===== config.mk =====
export PLATFORM = sky130hd
export DESIGN_NAME = hc_sub_pipe16
export DESIGN_NICKNAME = d
export VERILOG_FILES = /design/src/rtl/hc_sub_pipe16.sv
export SDC_FILE = /design/constraint.sdc
export NUM_CORES = 1
export LEC_CHECK = 0
export CORE_ASPECT_RATIO = 0.8
export CORE_MARGIN = 2
export CORE_UTILIZATION = 71
export CTS_BUF_LIST = sky130_fd_sc_hd__clkbuf_4
export DETAILED_ROUTE_END_ITERATION = 7
export DONT_BUFFER_PORTS = 1
export GPL_TIMING_DRIVEN = 0
export HOLD_SLACK_MARGIN = 0.03
export PLACE_DENSITY = 0.95
export SLEW_MARGIN = 20
export SYNTH_ARGS = -nofsm -noshare
export SYNTH_HDL_FRONTEND = slang
export SYNTH_SLANG_ARGS = --single-unit

===== constraint.sdc =====
create_clock -name clk -period 4.5 [get_ports clk]
set_input_delay 0.9 -clock clk [delete_from_list [all_inputs] [get_ports clk]]
set_output_delay 0.9 -clock clk [all_outputs]
set_load 0.05 [all_outputs]

===== src/rtl/hc_sub_pipe16.sv =====
// Three-stage Han-Carlson prefix subtractor: a - b - bin, with borrow and overflow.
// Global-stall handshake; odd-bit prefix tree split 2+2 levels, even fill in S3.
module hc_sub_pipe16 (
  input  logic        clk,
  input  logic        rst_n,
  input  logic        in_valid,
  output logic        in_ready,
  input  logic [15:0] a,
  input  logic [15:0] b,
  input  logic        bin,
  output logic        out_valid,
  input  logic        out_ready,
  output logic [15:0] diff,
  output logic        bout,
  output logic        ovf
);

  logic stall;
  assign stall    = out_valid & ~out_ready;
  assign in_ready = ~stall;

  // S1: propagate/generate of a + ~b, cin = ~bin
  logic [15:0] s1_p, s1_g;
  logic        s1_cin, s1_a15, s1_b15, s1_v;

  always_ff @(posedge clk or negedge rst_n) begin
    if (!rst_n) begin
      s1_v   <= 1'b0;
      s1_p   <= '0;
      s1_g   <= '0;
      s1_cin <= 1'b0;
      s1_a15 <= 1'b0;
      s1_b15 <= 1'b0;
    end else if (!stall) begin
      s1_v   <= in_valid & in_ready;
      s1_p   <= a ^ ~b;
      s1_g   <= a & ~b;
      s1_cin <= ~bin;
      s1_a15 <= a[15];
      s1_b15 <= b[15];
    end
  end

  // Odd bit k = 2j+1 is held at index j; group P is dropped once a group reaches bit -1
  logic [7:0] l1g, l2g, ge1;
  logic [7:1] l1p;
  logic [7:2] l2p;

  always_comb begin
    l1g[0] = s1_g[1] | (s1_p[1] & (s1_g[0] | (s1_p[0] & s1_cin)));
    l1p    = '0;
    for (int j = 1; j < 8; j++) begin
      l1g[j] = s1_g[2*j+1] | (s1_p[2*j+1] & s1_g[2*j]);
      l1p[j] = s1_p[2*j+1] & s1_p[2*j];
    end
    l2g[0] = l1g[0];
    l2g[1] = l1g[1] | (l1p[1] & l1g[0]);
    l2p    = '0;
    for (int j = 2; j < 8; j++) begin
      l2g[j] = l1g[j] | (l1p[j] & l1g[j-1]);
      l2p[j] = l1p[j] & l1p[j-1];
    end
    for (int j = 0; j < 8; j++)
      ge1[j] = s1_g[2*j];
  end

  // S2
  logic [7:0]  s2_og, s2_ge;
  logic [7:2]  s2_op;
  logic [15:0] s2_p;
  logic        s2_cin, s2_a15, s2_b15, s2_v;

  always_ff @(posedge clk or negedge rst_n) begin
    if (!rst_n) begin
      s2_v   <= 1'b0;
      s2_og  <= '0;
      s2_op  <= '0;
      s2_ge  <= '0;
      s2_p   <= '0;
      s2_cin <= 1'b0;
      s2_a15 <= 1'b0;
      s2_b15 <= 1'b0;
    end else if (!stall) begin
      s2_v   <= s1_v;
      s2_og  <= l2g;
      s2_op  <= l2p;
      s2_ge  <= ge1;
      s2_p   <= s1_p;
      s2_cin <= s1_cin;
      s2_a15 <= s1_a15;
      s2_b15 <= s1_b15;
    end
  end

  // Levels 3-4 (spans 4 and 8 bits), even fill, post-computation
  logic [7:0]  l3g, l4g;
  logic [7:4]  l3p;
  logic [16:0] c;
  logic [15:0] dn;
  logic        ov;

  always_comb begin
    l3g[1:0] = s2_og[1:0];
    for (int j = 2; j < 8; j++)
      l3g[j] = s2_og[j] | (s2_op[j] & s2_og[j-2]);
    l3p = '0;
    for (int j = 4; j < 8; j++)
      l3p[j] = s2_op[j] & s2_op[j-2];
    l4g[3:0] = l3g[3:0];
    for (int j = 4; j < 8; j++)
      l4g[j] = l3g[j] | (l3p[j] & l3g[j-4]);
    c[0] = s2_cin;
    c[1] = s2_ge[0] | (s2_p[0] & s2_cin);
    for (int j = 0; j < 8; j++)
      c[2*j+2] = l4g[j];
    for (int j = 1; j < 8; j++)
      c[2*j+1] = s2_ge[j] | (s2_p[2*j] & l4g[j-1]);
    dn = s2_p ^ c[15:0];
    ov = (s2_a15 ^ s2_b15) & (s2_a15 ^ dn[15]);
  end

  // S3 / output
  always_ff @(posedge clk or negedge rst_n) begin
    if (!rst_n) begin
      out_valid <= 1'b0;
      diff      <= '0;
      bout      <= 1'b0;
      ovf       <= 1'b0;
    end else if (!stall) begin
      out_valid <= s2_v;
      diff      <= dn;
      bout      <= ~c[16];
      ovf       <= ov;
    end
  end

endmodule


==> results of run 1 <==
[registers in the layout, indices dropped and copies added, names as in the netlist]
signal / flops
bout: 1
diff: 16
out_valid: 1
ovf: 1
s1_a15: 1
s1_b15: 1
s1_cin: 1
s1_g: 16
s1_p: 16
s1_v: 1
s2_a15: 1
s2_b15: 1
s2_cin: 1
s2_ge: 8
s2_og: 8
s2_op: 6
s2_p: 16
s2_v: 1
[final cells by class]
class                           count  area share
Sequential cell                    97      0.5362
Multi-Input combinational cell    327      0.3624
Buffer                             21     0.02847
Tap cell                           81     0.02239
Clock inverter                      6     0.01824
Clock buffer                       10     0.01658
Inverter                           19     0.01575
[cell usage in the layout (no fill, tap or decap), types with 2 or more instances in the layout]
cell,instances
a21o_1,7
a21oi_1,9
a31oi_1,3
a32o_1,2
buf_2,16
buf_4,2
buf_6,3
bufinv_16,2
clkbuf_4,10
clkinv_2,3
dfrtp_1,97
ha_1,24
inv_1,18
mux2i_1,2
nand2_1,228
nor2_1,12
o211ai_1,5
o21a_1,5
o21ai_0,9
o31ai_1,5
xor2_1,7
[logic make-up (layout without fill, tap and decap cells)]
group                    count (synthesis)  after routing  synth area share
adder cells (fa/ha/maj)                 24             24           0.07036
AND/OR/NAND/NOR                        247            247            0.2228
multiplexers                             2              2          0.004691
AO/OA/AOI/OAI                           47             47           0.07212
flip-flops                              97             97            0.5687
buffers and inverters                   40             56           0.04690
XOR/XNOR                                 7              7           0.01437
[stage by stage]
step,std cells,setup slack [ns],hold slack (ns)
6_report,561,1.825,0.1260
5_1_grt,561,1.776,0.08751
4_1_cts,561,1.813,0.1036
3_5_place_dp,545,2.191,0.4445
3_3_place_gp,545,2.205,0.4395
2_1_floorplan,464,2.259,0.4298
[how the worst max path moves through the flow]
| stage | endpoint | depth (start not counted) | from | slack, ns |
|---|---|---|---|---|
| 3_5_place_dp | in_ready | 4 | out_ready | 2.19 |
| 2_1_floorplan | in_ready | 4 | out_ready | 2.26 |
| 4_1_cts | in_ready | 4 | out_valid$_DFFE_PN0N_ | 1.81 |
| 3_3_place_gp | in_ready | 4 | out_ready | 2.20 |
| 6_report | in_ready | 4 | out_valid$_DFFE_PN0N_ | 1.83 |
| 5_1_grt | in_ready | 4 | out_valid$_DFFE_PN0N_ | 1.78 |
[critical path: cells and delay by family, from the launching register on]
kind          cells  cell delay, ns
buf+inv           3            0.38
simple gates      1            0.28
flops             1            0.66
[per-layer routing]
layer,GRT usage,vias to the layer above,share of wire
li1,-,1495,-
met1,0.4098,1521,0.41
met2,0.4743,191,0.47
met3,0.09333,23,0.11
met4,0.09573,0,0.020
met5,0,-,0
[where the power goes]
group / leakage, nW / switching [mW] / internal, mW
Combinational: 1.19 / 0.440 / 0.285
Sequential: 1.20 / 0.523 / 1.15
Clock: 0.0862 / 0.276 / 0.229
Total: 2.48 / 1.24 / 1.66
==> reports/summary.txt, run 1 <==
status -> complete, no violations
Mapped Nets -> 525
Max-slew headroom -> 0.6662
Seq cells post-synth -> 97
initial antenna violation count -> 0
multi-input logic area -> 1640 sq um
cell accounting for the most synthesized area -> dfrtp_1
GRT Overall Usage -> 0.3011
final setup skew -> 0.01106 ns
Fin Setup TNS -> 0 ns
Post-Syn Area -> 4268 sq um
Crit-path slowest cell -> dfrtp_1
Die W -> 90.68 microns
commonest cells in the synthesized netlist -> 228 x nand2_1, 97 x dfrtp_1, 24 x ha_1
period utilization -> 0.5944
design area -> 4527 sq um
clock tree from TritonCTS -> built
CP Class -> flip-flop to output pin
Fin. Hold Viols -> 0
DIE HEIGHT -> 73.35 microns
Cell Area, Placed -> 4369 sq um
count of different cell masters after synthesis -> 28
first-pass iteration count of the detailed router -> 5
ys async rst share -> 1.000
via count -> 3230
required time of the critical path -> 3.60 ns
maximum clock path buffer count -> 2
vias per cell -> 5.758
CTS Hold Buffers Added -> 0
Post-synth EDFFs -> 0
Post-DRT Antenna Nets -> 0
Final setup viols -> 0
layout cells sized above 1 -> 0.08125
Util after Layout -> 0.7739
Worst Tran Pin Value -> 0.5006 ns
IO Pins -> 57
Seq/Total Area, Yosys -> 0.5687
first-pass GRT wire length -> 15220 microns
main flop type after synthesis -> dfrtp_1
Final GP Congestion -> 0.8347
VDD IR max -> 0.3070 mV
GRT Residual Overflow -> 0
core area -> 5849 sq um
I/O Buffers -> 0
flop2flop setup slack -> 2.51 ns
CTS Sinks -> 97
Fillers -> 403
DRT iter0 DRCs -> 340
count leader, synth -> nand2_1
Mean Syn Cell Area -> 9.198 sq um
WL final -> 9215 microns
final-stage net count -> 536
H-Tree Depth -> 3
Skew-Pair Late Insertion Delay -> 0.45 ns
Crit. End Element -> output pin
Synth Instances -> 464
CP Cell Sequence -> nor2b_4 > inv_2 > buf_6 > buf_6
f_max -> 373.9 MHz
top cell type's share of synthesized area -> 0.5687
die area -> 6651 sq um
RSZ-0062 raised after global routing -> false
CTS clk-pin slew, worst paths -> 0.14 ns
CP max stage delay -> 0.66 ns
Slew Limit Fails -> 0
r2r startpoint -> s2_og[0]$_DFFE_PN0N_
CTS root buffer -> clkbuf_4
cell mode on critical path -> buf_6
critical-path maximum fanout -> 10
synth warn -> 0
vias in the first global route -> 3116
r2r endpoint -> ovf$_DFFE_PN0N_
CTS buffer count -> 9
Seq. cell area -> 2427 sq um
Avg WL per Cell -> 16.43 microns
cell row count -> 25
Final min period -> 2.675 ns
largest net degree at the start of global routing -> 98
Leakage -> 2.478 nW
Area Growth Syn to Fin -> 6.069%
DP Wirelength -> 6534 microns
Max-cap violations -> 0
r2r worst-path depth -> 7
setup bufs post-CTS -> 0
Cell Pwr Density -> 640.4 nW/um^2
crit path DAT -> 1.77 ns
Hold Path Class -> input pin to asynchronous set/reset pin
Design Power -> 2.899 mW
Resized cells post-CTS -> 0
DRC viols -> 0
# diodes -> 0
Starting Density -> 0.7296
crit start category -> flip-flop
top post-synthesis cells by area -> dfrtp_1 57%, nand2_1 20%, ha_1 7.0%
No activity file was read; power rests on OpenSTA's default activity.
==> run 2, diff against run 1 <==
--- a/config.mk
+++ b/config.mk
@@ -7,13 +7,13 @@
 export LEC_CHECK = 0
 export CORE_ASPECT_RATIO = 0.8
 export CORE_MARGIN = 2
-export CORE_UTILIZATION = 71
+export CORE_UTILIZATION = 59
 export CTS_BUF_LIST = sky130_fd_sc_hd__clkbuf_4
 export DETAILED_ROUTE_END_ITERATION = 7
 export DONT_BUFFER_PORTS = 1
 export GPL_TIMING_DRIVEN = 0
 export HOLD_SLACK_MARGIN = 0.03
-export PLACE_DENSITY = 0.95
+export PLACE_DENSITY = 0.89
 export SLEW_MARGIN = 20
 export SYNTH_ARGS = -nofsm -noshare
 export SYNTH_HDL_FRONTEND = slang
==> constraint.sdc (replaced) <==
create_clock -name clk -period 2.1 [get_ports clk]
set_input_delay 0.42 -clock clk [delete_from_list [all_inputs] [get_ports clk]]
set_output_delay 0.42 -clock clk [all_outputs]
set_load 0.05 [all_outputs]
==> run 2 against run 1 <==
  * The flow now finishes with violations (hold timing)
  * Count of clock-buffer cells in the layout unchanged
  * Critical path depth unchanged
  * Non-clock buffer count up 1
  * Design area down 0.11%
  * First-iteration DRC count down 24%
  * Sequential power up 110%
  * Via count down 3.0%
  * Register-to-register slack worse by 2.4 ns
  * Setup slack worse by 1.7 ns
  * Hold slack worse by 0.48 ns
==> reports/summary.txt, run 2 (synthesis results as in run 1) <==
r2r endpoint -> ovf$_DFFE_PN0N_ (unchanged)
Fin Setup TNS -> 0 ns (unchanged)
Area Growth Syn to Fin -> 5.951% (was 6.069%)
Worst setup startpoint -> out_valid$_DFFE_PN0N_ (unchanged)
Worst Tran Pin Value -> 0.5106 ns (was 0.5006 ns)
final-stage net count -> 537 (was 536)
Crit. End Element -> output pin (unchanged)
GRT Overall Usage -> 0.2487 (was 0.3011)
kind of cell adding the most delay to the critical path -> flip-flops (unchanged)
layout cells sized above 1 -> 0.08108 (was 0.08125)
DIE HEIGHT -> 80.07 microns (was 73.35 microns)
I/O Buffers -> 0 (unchanged)
H-Tree Depth -> 3 (unchanged)
Crit-path slowest cell -> dfrtp_2 (was dfrtp_1)
initial antenna violation count -> 0 (unchanged)
Final GP Congestion -> 0.8383 (was 0.8347)
Starting Density -> 0.6133 (was 0.7296)
Buf/Inv on CP -> 3 (unchanged)
pre-CTS setup slack -> 0.1612 ns (was 2.191 ns)
failing checks -> hold timing
Final setup viols -> 0 (unchanged)
clock tree from TritonCTS -> built (unchanged)
crit path DAT -> 1.60 ns (was 1.77 ns)
Avg WL per Cell -> 16.01 microns (was 16.43 microns)
RSZ-0062 raised after global routing -> false (unchanged)
r2r worst-path depth -> 7 (unchanged)
r2r startpoint -> s2_og[0]$_DFFE_PN0N_ (unchanged)
Slew Limit Fails -> 0 (unchanged)
WL final -> 9093 microns (was 9215 microns)
vias per cell -> 5.514 (was 5.758)
IO Pins -> 57 (unchanged)
Leakage -> 2.465 nW (was 2.478 nW)
Post-DRT Antenna Nets -> 0 (unchanged)
setup bufs post-CTS -> 0 (unchanged)
Fin. Hold Viols -> 97 (was 0)
core area -> 6959 sq um (was 5849 sq um)
Cell Pwr Density -> 1344 nW/um^2 (was 640.4 nW/um^2)
status -> complete, but fails checks (was complete, no violations)
CTS clk-pin slew, worst paths -> 0.14 ns (about the same)
via count -> 3132 (was 3230)
vias in the first global route -> 3086 (was 3116)
Max-slew headroom -> 0.6596 (was 0.6662)
cell mode on critical path -> buf_6 (unchanged)
Max-cap violations -> 0 (unchanged)
Die W -> 99.09 microns (was 90.68 microns)
critical-path maximum fanout -> 10 (unchanged)
Final min period -> 2.020 ns
CTS buffer count -> 9 (unchanged)
Skew-Pair Late Insertion Delay -> 0.46 ns (was 0.45 ns)
period utilization -> 0.9619
# diodes -> 0 (unchanged)
die area -> 7934 sq um (was 6651 sq um)
first-pass iteration count of the detailed router -> 5 (unchanged)
Fillers -> 563 (was 403)
Worst Slack Setup Final -> 0.08008 ns (was 1.825 ns)
most common cell after layout, fill and taps aside -> nand2_1 (unchanged)
cell depth of the worst setup path -> 4 (unchanged)
hold slack -> -0.3548 ns (was 0.1260 ns)
largest net degree at the start of global routing -> 98 (unchanged)
CP Class -> flip-flop to output pin (unchanged)
DRT iter0 DRCs -> 257 (was 340)
most frequent cells in the layout -> 228 x nand2_1, 96 x dfrtp_1, 24 x ha_1 (was 228 x nand2_1, 97 x dfrtp_1, 24 x ha_1)
f_max -> 495.1 MHz
required time of the critical path -> 1.68 ns (was 3.60 ns)
cell row count -> 27 (was 25)
first-pass GRT wire length -> 14990 microns (was 15220 microns)
final setup skew -> 0.02009 ns (was 0.01106 ns)
crit start category -> flip-flop (unchanged)
flop2flop setup slack -> 0.12 ns (was 2.51 ns)
Critical Path End -> in_ready (unchanged)
CP max stage delay -> 0.54 ns (was 0.66 ns)
VDD IR max -> 0.6352 mV (was 0.3070 mV)
DP Wirelength -> 6716 microns (was 6534 microns)
Hold Path Class -> input pin to asynchronous set/reset pin (unchanged)
DRC viols -> 0 (unchanged)
GRT Residual Overflow -> 0 (unchanged)
maximum clock path buffer count -> 2 (unchanged)
CTS root buffer -> clkbuf_4 (unchanged)
CTS Sinks -> 97 (unchanged)
CP Cell Sequence -> nor2b_4 > inv_2 > buf_6 > buf_6 (unchanged)
[run 2: area by class of cell]
type | instances | area (sq um) | share of cell area
Buffer | 21 | 128.9 | 0.02850
Clock buffer | 10 | 75.07 | 0.01660
Clock inverter | 6 | 58.81 | 0.01300
Inverter | 19 | 71.32 | 0.01577
Multi-Input combinational cell | 327 | 1640 | 0.3628
Sequential cell | 97 | 2429 | 0.5371
Tap cell | 87 | 108.9 | 0.02407
Timing Repair Buffer | 1 | 10.01 | 0.002214
[run 2: power breakdown]
part           internal (mW)  leakage (nW)  switching (mW)
sequential              2.46          1.20            1.12
combinational          0.607          1.19           0.928
clock                  0.369        0.0698           0.600
total                   3.44          2.47            2.64
[run 2: what timing repair did]
item / CTS / global route
gates resized for setup: 1 / 0
endpoints found under the setup margin: 1 / 0
hold endpoints to repair: 97 / 98
[run 2: worst min-delay path by stage]
stage | start | endpoint | slack (ns) | depth (start not counted)
after floorplan | rst_n | bout$_DFFE_PN0N_ | 0.12 | 0
after global placement | rst_n | s1_p[4]$_DFFE_PN0N_ | 0.13 | 0
after detailed placement | rst_n | s1_p[4]$_DFFE_PN0N_ | 0.13 | 0
after CTS | rst_n | diff[5]$_DFFE_PN0N_ | -0.38 | 0
after global routing | rst_n | s2_ge[4]$_DFFE_PN0N_ | -0.39 | 0
final | rst_n | s1_p[4]$_DFFE_PN0N_ | -0.35 | 0
[run 2: routing by layer]
layer	wire, microns	track usage	part of all wire	vias up
li1	-	-	-	1493
met1	4005	0.3367	0.44	1502
met2	4146	0.3818	0.46	118
met3	781	0.08355	0.086	19
met4	160	0.08356	0.018	0
met5	0	0	0	-
[run 2: stage by stage]
stage          cells  area (sq um)    util  power, mW
2_1_floorplan    464          4268       -      4.614
3_5_place_dp     551          4377  0.6289      5.134
3_3_place_gp     551          4377  0.6289      4.998
6_report         568          4522  0.6498      6.079
4_1_cts          567          4512  0.6483      6.073
5_1_grt          568          4522  0.6498      6.458
[run 2: worst reg2reg max path, stage by stage (launching register included)]
cell      delay (ns)
dfrtp_1         0.45
a21o_1          0.23
a21o_1          0.23
a21o_1          0.20
ha_1            0.21
o21a_1          0.21
or2_0           0.23
o211ai_1        0.17
==> run 3, diff against run 2 <==
--- a/config.mk
+++ b/config.mk
@@ -5,13 +5,14 @@
 export SDC_FILE = /design/constraint.sdc
 export NUM_CORES = 1
 export LEC_CHECK = 0
+export CELL_PAD_IN_SITES_DETAIL_PLACEMENT = 0
+export CELL_PAD_IN_SITES_GLOBAL_PLACEMENT = 2
 export CORE_ASPECT_RATIO = 0.8
 export CORE_MARGIN = 2
-export CORE_UTILIZATION = 59
+export CORE_UTILIZATION = 37
 export CTS_BUF_LIST = sky130_fd_sc_hd__clkbuf_4
 export DETAILED_ROUTE_END_ITERATION = 7
 export DONT_BUFFER_PORTS = 1
-export GPL_TIMING_DRIVEN = 0
 export HOLD_SLACK_MARGIN = 0.03
 export PLACE_DENSITY = 0.89
 export SLEW_MARGIN = 20
==> run 3 against run 2 <==
  * The flow still finishes with violations (hold timing)
  * Clock skew grew 0.010 ns
  * Core utilization shrank 25 points
  * Design area grew 1.2%
  * Critical endpoint is now ovf$_DFFE_PN0N_
  * Largest cell class unchanged
==> reports/summary.txt, run 3 (synthesis results as in run 1) <==
clock share of power -> 0.182 (was 0.159)
crit path DAT -> 2.27 ns (was 1.60 ns)
CTS clk-pin slew, worst paths -> 0.17 ns (was 0.14 ns)
Hold Path Class -> input pin to asynchronous set/reset pin (unchanged)
vias per cell -> 4.577 (was 5.514)
final-stage net count -> 522 (was 537)
I/O Buffers -> 0 (unchanged)
Starting Density -> 0.3748 (was 0.6133)
GRT Residual Overflow -> 0 (unchanged)
Fin. Hold Viols -> 97 (unchanged)
DP Wirelength -> 5763 microns (was 6716 microns)
DRT iter0 DRCs -> 259 (was 257)
die area -> 12410 sq um (was 7934 sq um)
RSZ-0062 raised after global routing -> false (unchanged)
pre-CTS setup slack -> 0.2097 ns (was 0.1612 ns)
Power Internal -> 3.530 mW (was 3.435 mW)
layout cells sized above 1 -> 0.04936 (was 0.08108)
CTS Sinks -> 97 (unchanged)
Skew-Pair Late Insertion Delay -> 0.44 ns (was 0.46 ns)
Avg WL per Cell -> 13.62 microns (was 16.01 microns)
first-pass iteration count of the detailed router -> 4 (was 5)
CTS buffer count -> 9 (unchanged)
r2r endpoint -> ovf$_DFFE_PN0N_ (unchanged)
Final setup viols -> 0 (unchanged)
most common cell after layout, fill and taps aside -> nand2_1 (unchanged)
largest net degree at the start of global routing -> 103 (was 98)
GRT Overall Usage -> 0.1487 (was 0.2487)
critical-path maximum fanout -> 3 (was 10)
Resized cells post-CTS -> 0 (was 1)
setup bufs post-CTS -> 0 (unchanged)
WL final -> 8361 microns (was 9093 microns)
Worst Tran Pin Value -> 0.5233 ns (was 0.5106 ns)
IO Pins -> 57 (unchanged)
Post-DRT Antenna Nets -> 0 (unchanged)
most frequent cells in the layout -> 228 x nand2_1, 97 x dfrtp_1, 24 x ha_1 (was 228 x nand2_1, 96 x dfrtp_1, 24 x ha_1)
CP Class -> flip-flop to flip-flop (was flip-flop to output pin)
Final GP Congestion -> 0.7195 (was 0.8383)
Leakage -> 2.430 nW (was 2.465 nW)
Net Switching -> 2.565 mW (was 2.644 mW)
register share of total power -> 0.577 (was 0.588)
period utilization -> 0.9130 (was 0.9619)
Max-cap violations -> 0 (unchanged)
Fillers -> 1187 (was 563)
Worst Slack Setup Final -> 0.1827 ns (was 0.08008 ns)
Fin Setup TNS -> 0 ns (unchanged)
via count -> 2810 (was 3132)
multi-input logic area -> 1640 sq um (unchanged)
vias in the first global route -> 2792 (was 3086)
hold slack -> -0.3411 ns (was -0.3548 ns)
switching part of the total -> 0.4208 (was 0.4350)
combinational power share -> 0.241 (was 0.252)
f_max -> 521.6 MHz (was 495.1 MHz)
Max-slew headroom -> 0.6511 (was 0.6596)
final setup skew -> 0.03053 ns (was 0.02009 ns)
DRC viols -> 0 (unchanged)
failing checks -> hold timing (unchanged)
Cell Pwr Density -> 1331 nW/um^2 (was 1344 nW/um^2)
r2r startpoint -> s2_og[0]$_DFFE_PN0N_ (unchanged)
Final min period -> 1.917 ns (was 2.020 ns)
maximum clock path buffer count -> 2 (unchanged)
crit start category -> flip-flop (unchanged)
cell row count -> 35 (was 27)
initial antenna violation count -> 0 (unchanged)
Crit. End Element -> flip-flop (was output pin)
first-pass GRT wire length -> 14380 microns (was 14990 microns)
Slew Limit Fails -> 0 (unchanged)
CTS root buffer -> clkbuf_4 (unchanged)
H-Tree Depth -> 3 (unchanged)
Die W -> 124.1 microns (was 99.09 microns)
required time of the critical path -> 2.45 ns (was 1.68 ns)
# diodes -> 0 (unchanged)
clock tree from TritonCTS -> built (unchanged)
r2r worst-path depth -> 7 (unchanged)
flop2flop setup slack -> 0.18 ns (was 0.12 ns)
Seq. cell area -> 2427 sq um (was 2429 sq um)
status -> complete, but fails checks (unchanged)
DIE HEIGHT -> 100.1 microns (was 80.07 microns)
VDD IR max -> 0.3582 mV (was 0.6352 mV)
core area -> 11390 sq um (was 6959 sq um)
Area Growth Syn to Fin -> 7.271% (was 5.951%)
[run 3: cell types whose count changed in the layout (fill, tap and decap cells not counted), sizes merged]
cell / delta
bufinv: +1
inv: +1
clkinvlp: -1
buf: -15
clkbuf: -1
[run 3: metrics by stage]
step | util | instance area, sq um | hold WS (ns) | power [mW] | std cells
final | 0.4021 | 4578 | -0.3411 | 6.095 | 614
after CTS | 0.4012 | 4568 | -0.3805 | 6.179 | 613
after detailed placement | 0.3870 | 4407 | 0.1285 | 5.072 | 597
after global placement | 0.3870 | 4407 | 0.1287 | 5.021 | 597
after floorplan | - | 4268 | 0.1244 | 4.614 | 464
after global routing | 0.4021 | 4578 | -0.3938 | 6.569 | 614
[run 3: worst max path at each step]
stage,depth (start not counted),slack [ns],endpoint,start
2_1_floorplan,7,0.36,ovf$_DFFE_PN0N_,s2_og[0]$_DFFE_PN0N_
4_1_cts,7,0.16,ovf$_DFFE_PN0N_,s2_og[0]$_DFFE_PN0N_
3_3_place_gp,7,0.28,ovf$_DFFE_PN0N_,s2_og[0]$_DFFE_PN0N_
6_report,7,0.18,ovf$_DFFE_PN0N_,s2_og[0]$_DFFE_PN0N_
3_5_place_dp,7,0.21,ovf$_DFFE_PN0N_,s2_og[0]$_DFFE_PN0N_
5_1_grt,7,0.08,ovf$_DFFE_PN0N_,s2_og[0]$_DFFE_PN0N_
[run 3: cell type report]
type	count	share of cell area
inverter	19	0.01558
sequential	97	0.5302
clock buffer	9	0.01476
tap	148	0.04045
multi-input combinational	327	0.3583
clock inverter	7	0.02050
timing repair buffer	7	0.02022
[run 3: routing by layer]
metal  global-route usage  vias to the layer above  share of wire
li1                     -                     1456              -
met1               0.2430                     1287           0.55
met2               0.1845                       62           0.37
met3              0.04091                        5          0.067
met4              0.04927                        0         0.0091
met5                    0                        -              0
[run 3: critical path, cell delays in order (launching register included)]
cell	delay, ns
dfrtp_1	0.43
a21o_1	0.21
a21o_1	0.20
a21o_1	0.18
ha_1	0.19
o21a_1	0.19
or2_0	0.23
o211ai_1	0.18
[run 3: power by group through the flow]
stage | logic (mW) | registers, mW | clock network [mW]
global route | 1.72 | 3.62 | 1.23
floorplan | 1.17 | 3.45 | 0
CTS | 1.50 | 3.53 | 1.14
global placement | 1.46 | 3.56 | 0
detailed placement | 1.49 | 3.58 | 0
finish | 1.47 | 3.52 | 1.11
